==> config.mk <==
export PLATFORM = sky130hd
export DESIGN_NAME = mba_instr_mem_ctrl
export DESIGN_NICKNAME = d
export VERILOG_FILES = /design/src/rtl/mba_instr_mem_ctrl.sv
export SDC_FILE = /design/constraint.sdc
export NUM_CORES = 1
export LEC_CHECK = 0
export ABC_AREA = 1
export BUFFER_PORTS_ARGS = -buffer_cell sky130_fd_sc_hd__buf_2
export CAP_MARGIN = 20
export CORE_AREA = 2 2 119 121
export CTS_CLUSTER_DIAMETER = 80
export CTS_CLUSTER_SIZE = 10
export DETAILED_ROUTE_END_ITERATION = 7
export DIE_AREA = 0 0 121 123
export GPL_ROUTABILITY_DRIVEN = 0
export PLACE_DENSITY = 0.7
export SETUP_SLACK_MARGIN = 0.2
export SKIP_CTS_REPAIR_TIMING = 1
export SLEW_MARGIN = 15
export SYNTH_ARGS = -nofsm -noshare
export SYNTH_HDL_FRONTEND = slang
export SYNTH_SLANG_ARGS = --single-unit
==> constraint.sdc <==
create_clock -name clk -period 2.72 [get_ports clk]
set_input_delay 0.544 -clock clk [delete_from_list [all_inputs] [get_ports clk]]
set_output_delay 0.544 -clock clk [all_outputs]
set_load 0.02 [all_outputs]
==> src/rtl/mba_instr_mem_ctrl.sv <==
// Instruction/data memory controller: banked SRAM plus boot ROM behind one request/response port.
// One response per accepted request; a stalled response is frozen in a hold register.
module mba_instr_mem_ctrl #(
    parameter int RAM_SIZE       = 32768,
    parameter int NUM_BANKS      = 2,
    parameter int BOOT_ADDR_BITS = 12,
    parameter int ADDR_WIDTH     = $clog2(RAM_SIZE) + 1
) (
    input  logic                      clk,
    input  logic                      rst_n,
    input  logic                      req_i,
    input  logic [ADDR_WIDTH-1:0]     addr_i,
    input  logic                      we_i,
    input  logic [3:0]                be_i,
    input  logic [31:0]               wdata_i,
    output logic                      gnt_o,
    output logic                      rvalid_o,
    input  logic                      rready_i,
    output logic [31:0]               rdata_o,
    output logic                      err_o,
    output logic [NUM_BANKS-1:0]      mem_csb0_o,
    output logic                      mem_web0_o,
    output logic [3:0]                mem_wmask0_o,
    output logic [31:0]               mem_addr0_o,
    output logic [31:0]               mem_din0_o,
    input  logic [32*NUM_BANKS-1:0]   mem_dout0_i,
    output logic [NUM_BANKS-1:0]      mem_csb1_o,
    output logic [31:0]               mem_addr1_o,
    output logic                      rom_en_o,
    output logic [BOOT_ADDR_BITS-1:0] rom_addr_o,
    input  logic [31:0]               rom_rdata_i
);

    localparam int BANK_BITS  = $clog2(NUM_BANKS);
    localparam int BIDX_W     = (BANK_BITS > 0) ? BANK_BITS : 1;
    localparam int WORD_BITS  = ADDR_WIDTH - 3;
    localparam int BWORD_BITS = WORD_BITS - BANK_BITS;

    typedef enum logic [1:0] {IDLE, RESP, HOLD} state_t;

    state_t              state_reg;
    logic                ready_q;
    logic [BIDX_W-1:0]   resp_bank_reg;
    logic                resp_boot_reg;
    logic                resp_we_reg;
    logic                resp_err_reg;
    logic [31:0]         hold_data_reg;
    logic                hold_err_reg;

    logic                is_boot;
    logic                ram_acc;
    logic [BIDX_W-1:0]   bank_sel;
    logic [BWORD_BITS-1:0] bank_word;
    logic [31:0]         bank_dout [2**BIDX_W];
    logic [31:0]         live_data;
    logic                unused_addr_bits;

    assign is_boot          = addr_i[ADDR_WIDTH-1];
    assign bank_word        = addr_i[BWORD_BITS+1:2];
    assign unused_addr_bits = ^addr_i[1:0];

    generate
        if (BANK_BITS > 0) begin : g_multi_bank
            assign bank_sel = addr_i[ADDR_WIDTH-2 -: BANK_BITS];
        end else begin : g_single_bank
            assign bank_sel = '0;
        end
    endgenerate

    // Stall blocks new grants so the outstanding response is never overwritten.
    assign rvalid_o = (state_reg != IDLE);
    assign gnt_o    = req_i & ready_q & ~(rvalid_o & ~rready_i);
    assign ram_acc  = gnt_o & ~is_boot;

    genvar gi;
    generate
        for (gi = 0; gi < NUM_BANKS; gi++) begin : g_csb
            localparam logic [BIDX_W-1:0] BIDX = BIDX_W'(gi);
            assign mem_csb0_o[gi] = ~(ram_acc && (bank_sel == BIDX));
        end
        for (gi = 0; gi < 2**BIDX_W; gi++) begin : g_dout
            if (gi < NUM_BANKS) begin : g_real
                assign bank_dout[gi] = mem_dout0_i[32*gi +: 32];
            end else begin : g_pad
                assign bank_dout[gi] = '0;
            end
        end
    endgenerate

    assign mem_web0_o   = ~(ram_acc & we_i);
    assign mem_wmask0_o = be_i;
    assign mem_din0_o   = wdata_i;
    assign mem_addr0_o  = {{(32-BWORD_BITS){1'b0}}, bank_word};
    assign mem_csb1_o   = '1;
    assign mem_addr1_o  = '0;
    assign rom_en_o     = gnt_o & is_boot & ~we_i;
    assign rom_addr_o   = addr_i[BOOT_ADDR_BITS-1:0];

    // Writes (including rejected boot writes) always answer with zero data.
    always_comb begin
        live_data = '0;
        if (!resp_we_reg) begin
            live_data = resp_boot_reg ? rom_rdata_i : bank_dout[resp_bank_reg];
        end
    end

    always_comb begin
        rdata_o = '0;
        err_o   = 1'b0;
        case (state_reg)
            RESP: begin
                rdata_o = live_data;
                err_o   = resp_err_reg;
            end
            HOLD: begin
                rdata_o = hold_data_reg;
                err_o   = hold_err_reg;
            end
            default: ;
        endcase
    end

    always_ff @(posedge clk or negedge rst_n) begin
        if (!rst_n) begin
            state_reg     <= IDLE;
            ready_q       <= 1'b0;
            resp_bank_reg <= '0;
            resp_boot_reg <= 1'b0;
            resp_we_reg   <= 1'b0;
            resp_err_reg  <= 1'b0;
            hold_data_reg <= '0;
            hold_err_reg  <= 1'b0;
        end else begin
            ready_q <= 1'b1;
            if (gnt_o) begin
                resp_bank_reg <= bank_sel;
                resp_boot_reg <= is_boot;
                resp_we_reg   <= we_i;
                resp_err_reg  <= is_boot & we_i;
            end
            case (state_reg)
                IDLE: if (gnt_o) state_reg <= RESP;
                RESP: begin
                    if (!rready_i) begin
                        state_reg     <= HOLD;
                        hold_data_reg <= live_data;
                        hold_err_reg  <= resp_err_reg;
                    end else begin
                        state_reg <= gnt_o ? RESP : IDLE;
                    end
                end
                HOLD: if (rready_i) state_reg <= gnt_o ? RESP : IDLE;
                default: state_reg <= IDLE;
            endcase
        end
    end

endmodule

==> summary.md, run 1 <==
| Metric | Value |
|---|---|
| Post-synth cell types | `23` |
| Pwr dens | `1022 mW/mm²` |
| Prevailing post-synth register cell | `dfrtp_1` |
| Largest net degree at the start of global routing | `41` |
| Max-cap violations | `0` |
| FF+latch count, synth | `40` |
| Area Growth Syn to Fin | `7.610%` |
| Critical path required time | `2180 ps` |
| IO Pins | `306` |
| Arr. time, crit path | `~1800 ps` |
| First-pass GRT wire length | `16470 µm` |
| Share of cells above drive strength 1 | `26.33%` |
| Slew HR | `between 30% and 40%` |
| VDD IR-drop max | `520.0 µV` |
| WL final | `10700 µm` |
| Final HPWL DP | `7625 µm` |
| Initial antenna violation count | `0` |
| Site Rows | `43` |
| Setup TNS | `0 ps` |
| WL per Instance | `12.78 µm` |
| Hold WC Path Type | `input port to async pin` |
| Post-Syn Instances | `595` |
| FFs w/ async S/R, synth | `100.0%` |
| Final hold vios | `0` |
| Drt first-iter violations | `128` |
| Total CTS buffers | `5` |
| Layout Nets | `~810` |
| Hold_ws | `397.1 ps` |
| Slew Viols, Final | `0` |
| DRC violations left | `0` |
| Fin crit period | `2388 ps` |
| CORE AREA | `roughly 0.014 mm²` |
| First-pass iteration count of the detailed router | `5` |
| Critical path fanouts, max | `17` |
| Skew final | `8.632 ps` |
| Via Count | `~3800` |
| DIE AREA | `0.01488 mm²` |
| Yosys warning total | `0` |
| CTS root buf | `clkbuf_16` |
| Die Y | `123 µm` |
| Final period util | `87.78%` |
| Antenna Cells | `0` |
| Static Leak | `2.391 nW` |
| Mapped cell area | `0.003979 mm²` |
| Startpoint Class | `flip-flop` |
| CTS clock-pin slew for the worst setup and hold paths | `about 70 ps` |
| RSZ-0062 raised after global routing | `false` |
| Vias per cell | `4.493` |
| GRT Util Overall | `13.97%` |
| Yosys top cell by area | `dfrtp_1` |
| Synth top area share | `25.16%` |
| Synth top area cells | `dfrtp_1 (25%), buf_4 (24%), nand2_1 (17%), nand3_1 (12%), a21oi_1 (7.9%)` |
| Status | `finished, final reports clean` |
| Worst setup EP type | `output pin` |
| H-tree levels | `2` |
| Buffer levels on the longest clock path | `2` |
| Final-layout fill cell count | `1554` |
| ANT nets after route | `0` |
| Max FFs per register | `32` |
| CTS tree | `yes` |
| Crit path kind | `flip-flop to output pin` |
| Global route total overflow | `0` |
| Die W | `121 µm` |
| Port Buffers | `141` |
| Post-synthesis sequential area ratio | `25.16%` |
| Mean area per synthesized cell | `~6.7 µm²` |
| Clock sink count | `40` |
| EDFF count, synth | `0` |
| Initial Util | `between 20% and 30%` |
| Peak Freq | `around 0.42 GHz` |
| Vias in the first global route | `about 3400` |
| Setup-failing EPs final | `0` |
| Worst slew pin tran | `921.5 ps` |
| Later-pin clock latency in the skew report | `slightly below 300 ps` |
## worst paths after layout
kind | startpoint | endpoint | slack, ps | cells past startpoint
worst max register to register | state_reg[1] | hold_data_reg[4] | 920 | 7
worst max-delay path | state_reg[0] | rdata_o[10] | 330 | 6
max in group asynchronous | rst_n | resp_we_reg | 1700 | 1
worst min register to register | hold_data_reg[16] | hold_data_reg[16] | 480 | 2
min in group clk | hold_data_reg[16] | hold_data_reg[16] | 480 | 2
worst min-delay path | rst_n | hold_data_reg[28] | 400 | 1
## synth_stat cells, types with 3 or more instances
| cell | number |
|---|---|
| buf_6 | 12 |
| nand2_1 | 180 |
| o21ai_0 | 5 |
| nor2_1 | 3 |
| inv_1 | 39 |
| dfrtp_1 | 40 |
| a21oi_1 | 63 |
| clkbuf_1 | 4 |
| buf_4 | 125 |
| clkbuf_8 | 3 |
| buf_2 | 6 |
| nand3_1 | 98 |
| ha_1 | 4 |
## metrics by stage
stage	total power [W]	area, µm²	cells	worst slack [ps]	util (%)
after floorplan	0.003030	4178	648	723.0	-
final	0.004376	4282	837	332.3	31.46
after detailed placement	0.003435	4031	828	506.2	29.62
after global placement	0.003393	4031	828	552.6	29.62
after CTS	0.004329	4247	836	185.7	31.20
after global routing	0.004754	4282	837	240.9	31.46
## routing by layer
layer	wire [µm]	track usage, %	vias up
li1	-	-	1840
met1	4430	16.56	1690
met2	4991	24.30	199
met3	908	2.952	32
met4	370	6.250	0
met5	0	0	-
## layout make-up
class	count	area [µm²]	share of cell area, %
timing repair buffer	151	805.8	18.82
inverter	43	172.7	4.033
sequential	40	1002	23.41
multi-input combinational	415	1861	43.45
clock inverter	3	90.09	2.104
clock buffer	5	125.1	2.922
tap	180	225.2	5.260
## where the power goes
group / total (W) / leakage [nW] / switching, W / internal, W
Combinational: 0.00250 / 1.78 / 0.00168 / 0.000821
Clock: 0.000869 / 0.104 / 0.000250 / 0.000619
Sequential: 0.00100 / 0.508 / 0.000166 / 0.000837
## worst max-delay path, cell delays in order, from the launching register on
cell	delay [ps]
dfrtp_1	450
inv_1	90
ha_1	320
clkinvlp_4	150
buf_12	180
a21oi_1	150
buf_2	190
## cells by family (layout without fill, tap and decap cells)
logic type               Yosys count  in the layout  synth area share (%)
AO/OA/AOI/OAI                     71             71                 9.214
adder cells (fa/ha/maj)            4              4                 1.258
buffers and inverters            193            202                 33.40
flip-flops                        40             40                 25.16
other                              2             55                0.1887
AND/OR/NAND/NOR                  285            285                 30.79
## cells in the final DEF (no fill, tap or decap), types with 2 or more instances in the layout
master	count
inv_1	38
clkbuf_16	5
bufinv_16	3
nor2_1	3
a21oi_2	2
buf_12	2
ha_1	3
o21ai_0	5
nand3_1	98
nand2_1	180
inv_2	2
conb_1	55
buf_4	8
buf_2	141
a21oi_1	63
dfrtp_1	39
(Power assumes the default switching activity.)
==> run 2, diff against run 1 <==
==> constraint.sdc (replaced) <==
create_clock -name clk -period 2.72 [get_ports clk]
set_input_delay 0.272 -clock clk [delete_from_list [all_inputs] [get_ports clk]]
set_output_delay 0.272 -clock clk [all_outputs]
set_load 0.02 [all_outputs]
==> summary.md, run 2 (synthesis results as in run 1) <==
| Metric | Value |
|---|---|
| Vias per cell | `approximately 4.4` |
| Final period util | `82.71%` |
| Later-pin clock latency in the skew report | `280 ps` |
| Crit path kind | `flip-flop to output pin` |
| CORE AREA | `0.01361 mm²` |
| Critical path required time | `2450 ps` |
| Met1 Track Usage GR | `17.35%` |
| Sequential Area | `0.001001 mm²` |
| Global route total overflow | `0` |
| Final non-filler cell area | `around 0.0042 mm²` |
| Critical path fanouts, max | `17` |
| DIE AREA | `around 0.015 mm²` |
| R2R cell count | `7` |
| WL per Instance | `12.71 µm` |
| CTS clock-pin slew for the worst setup and hold paths | `approximately 60 ps` |
| Slew HR | `between 30% and 40%` |
| Commonest cells after routing, fill and taps aside | `nand2_1 (180), buf_2 (141), nand3_1 (98), a21oi_1 (63), conb_1 (55)` |
| Die W | `121 µm` |
| Arr. time, crit path | `slightly below 2000 ps` |
| CP startpoint | `state_reg[0]` |
| Max FFs per register | `32` |
| Worst setup EP type | `output pin` |
| Max-cap violations | `0` |
| Slew Viols, Final | `0` |
| Die Y | `123 µm` |
| First-pass iteration count of the detailed router | `5` |
| Dpl cells | `828` |
| Via Count | `3653` |
| Register-to-register setup slack | `720 ps` |
| GRT Util Overall | `14.13%` |
| Layout Nets | `812` |
| First-pass GRT wire length | `16680 µm` |
| Area Growth Syn to Fin | `5.377%` |
| Reg-to-reg startpoint | `state_reg[1]` |
| Skew final | `~4.5 ps` |
| Peak Freq | `0.4445 GHz` |
| Final hold vios | `0` |
| Site Rows | `43` |
| Buffer levels on the longest clock path | `2` |
| Final-layout fill cell count | `1534` |
| IO Pins | `306` |
| Clock sink count | `40` |
| Pwr dens | `949.6 mW/mm²` |
| VDD IR-drop max | `about 480 µV` |
| Non-filler instance count after layout | `roughly 840` |
| Drt first-iter violations | `153` |
| Port Buffers | `141` |
| Initial antenna violation count | `0` |
| Antenna Cells | `0` |
| Static Leak | `2.361 nW` |
| Placed cell areas | `0.004044 mm²` |
| Setup TNS | `0 ps` |
| Hold WC Path Type | `input port to async pin` |
| Met2 Use GR | `a little under a quarter` |
| RR Endpoint | `hold_data_reg[8]` |
| Fin crit period | `2250 ps` |
| Status | `finished, final reports clean` |
| Initial Util | `29.23%` |
| ANT nets after route | `0` |
| DRC violations left | `0` |
| Footprint of the multi-input gates | `0.001851 mm²` |
| CTS root buf | `clkbuf_16` |
| Largest net degree at the start of global routing | `41` |
| Vias in the first global route | `roughly 3400` |
| Most common cell after layout, fill and taps aside | `nand2_1` |
| Gr busiest metal | `met2` |
| RSZ-0062 raised after global routing | `false` |
| Startpoint Class | `flip-flop` |
| CTS tree | `yes` |
| WL final | `10630 µm` |
| Setup-failing EPs final | `0` |
| Worst slew pin tran | `932.3 ps` |
| Met3 usage | `roughly 3.3%` |
| Total CTS buffers | `5` |
| Final HPWL DP | `around 7700 µm` |
| H-tree levels | `2` |
| Hold_ws | `approximately 140 ps` |
| Share of cells above drive strength 1 | `between 20% and 30%` |
-- run 2: layout make-up --
cell class	instances	area share, %
clock buffers	6	3.312
well taps	180	5.372
repair buffers	150	19.04
flip-flops and latches	40	23.87
clock inverters	2	0.2387
inverters	43	4.029
multi-input cells	415	44.14
-- run 2: how the worst max path moves through the flow --
stage / depth (start not counted) / endpoint / slack, ps
final: 6 / rdata_o[18] / 470
after global routing: 6 / rdata_o[2] / 340
after CTS: 6 / rdata_o[18] / 440
after detailed placement: 7 / hold_err_reg / 680
after global placement: 7 / hold_err_reg / 710
after floorplan: 6 / rdata_o[10] / 990
-- run 2: report_power, final --
part	switching (W)	internal [W]	total [W]
registers	0.000165	0.000837	0.00100
logic	0.00164	0.000739	0.00238
clock network	0.000236	0.000362	0.000598
-- run 2: stage by stage --
| stage | utilization [%] | total power [W] | setup WS, ps |
|---|---|---|---|
| final | 30.80 | 0.003982 | 470.3 |
| after global placement | 29.71 | 0.003388 | 713.2 |
| after floorplan | - | 0.003030 | 995.0 |
| after detailed placement | 29.71 | 0.003429 | 675.0 |
| after CTS | 30.80 | 0.004055 | 436.0 |
| after global routing | 30.80 | 0.004384 | 342.9 |
-- run 2: layer usage --
metal / wire [µm] / vias up
met5: 0 / -
met4: 361 / 0
met3: 935 / 31
met2: 4906 / 195
met1: 4426 / 1594
li1: - / 1833
-- run 2: critical path: stages (launching register included) --
cell and delay [ps]:
dfrtp_1 420, inv_1 100, ha_1 470, buf_12 220
nand2_1 70, a21oi_1 210, buf_2 200
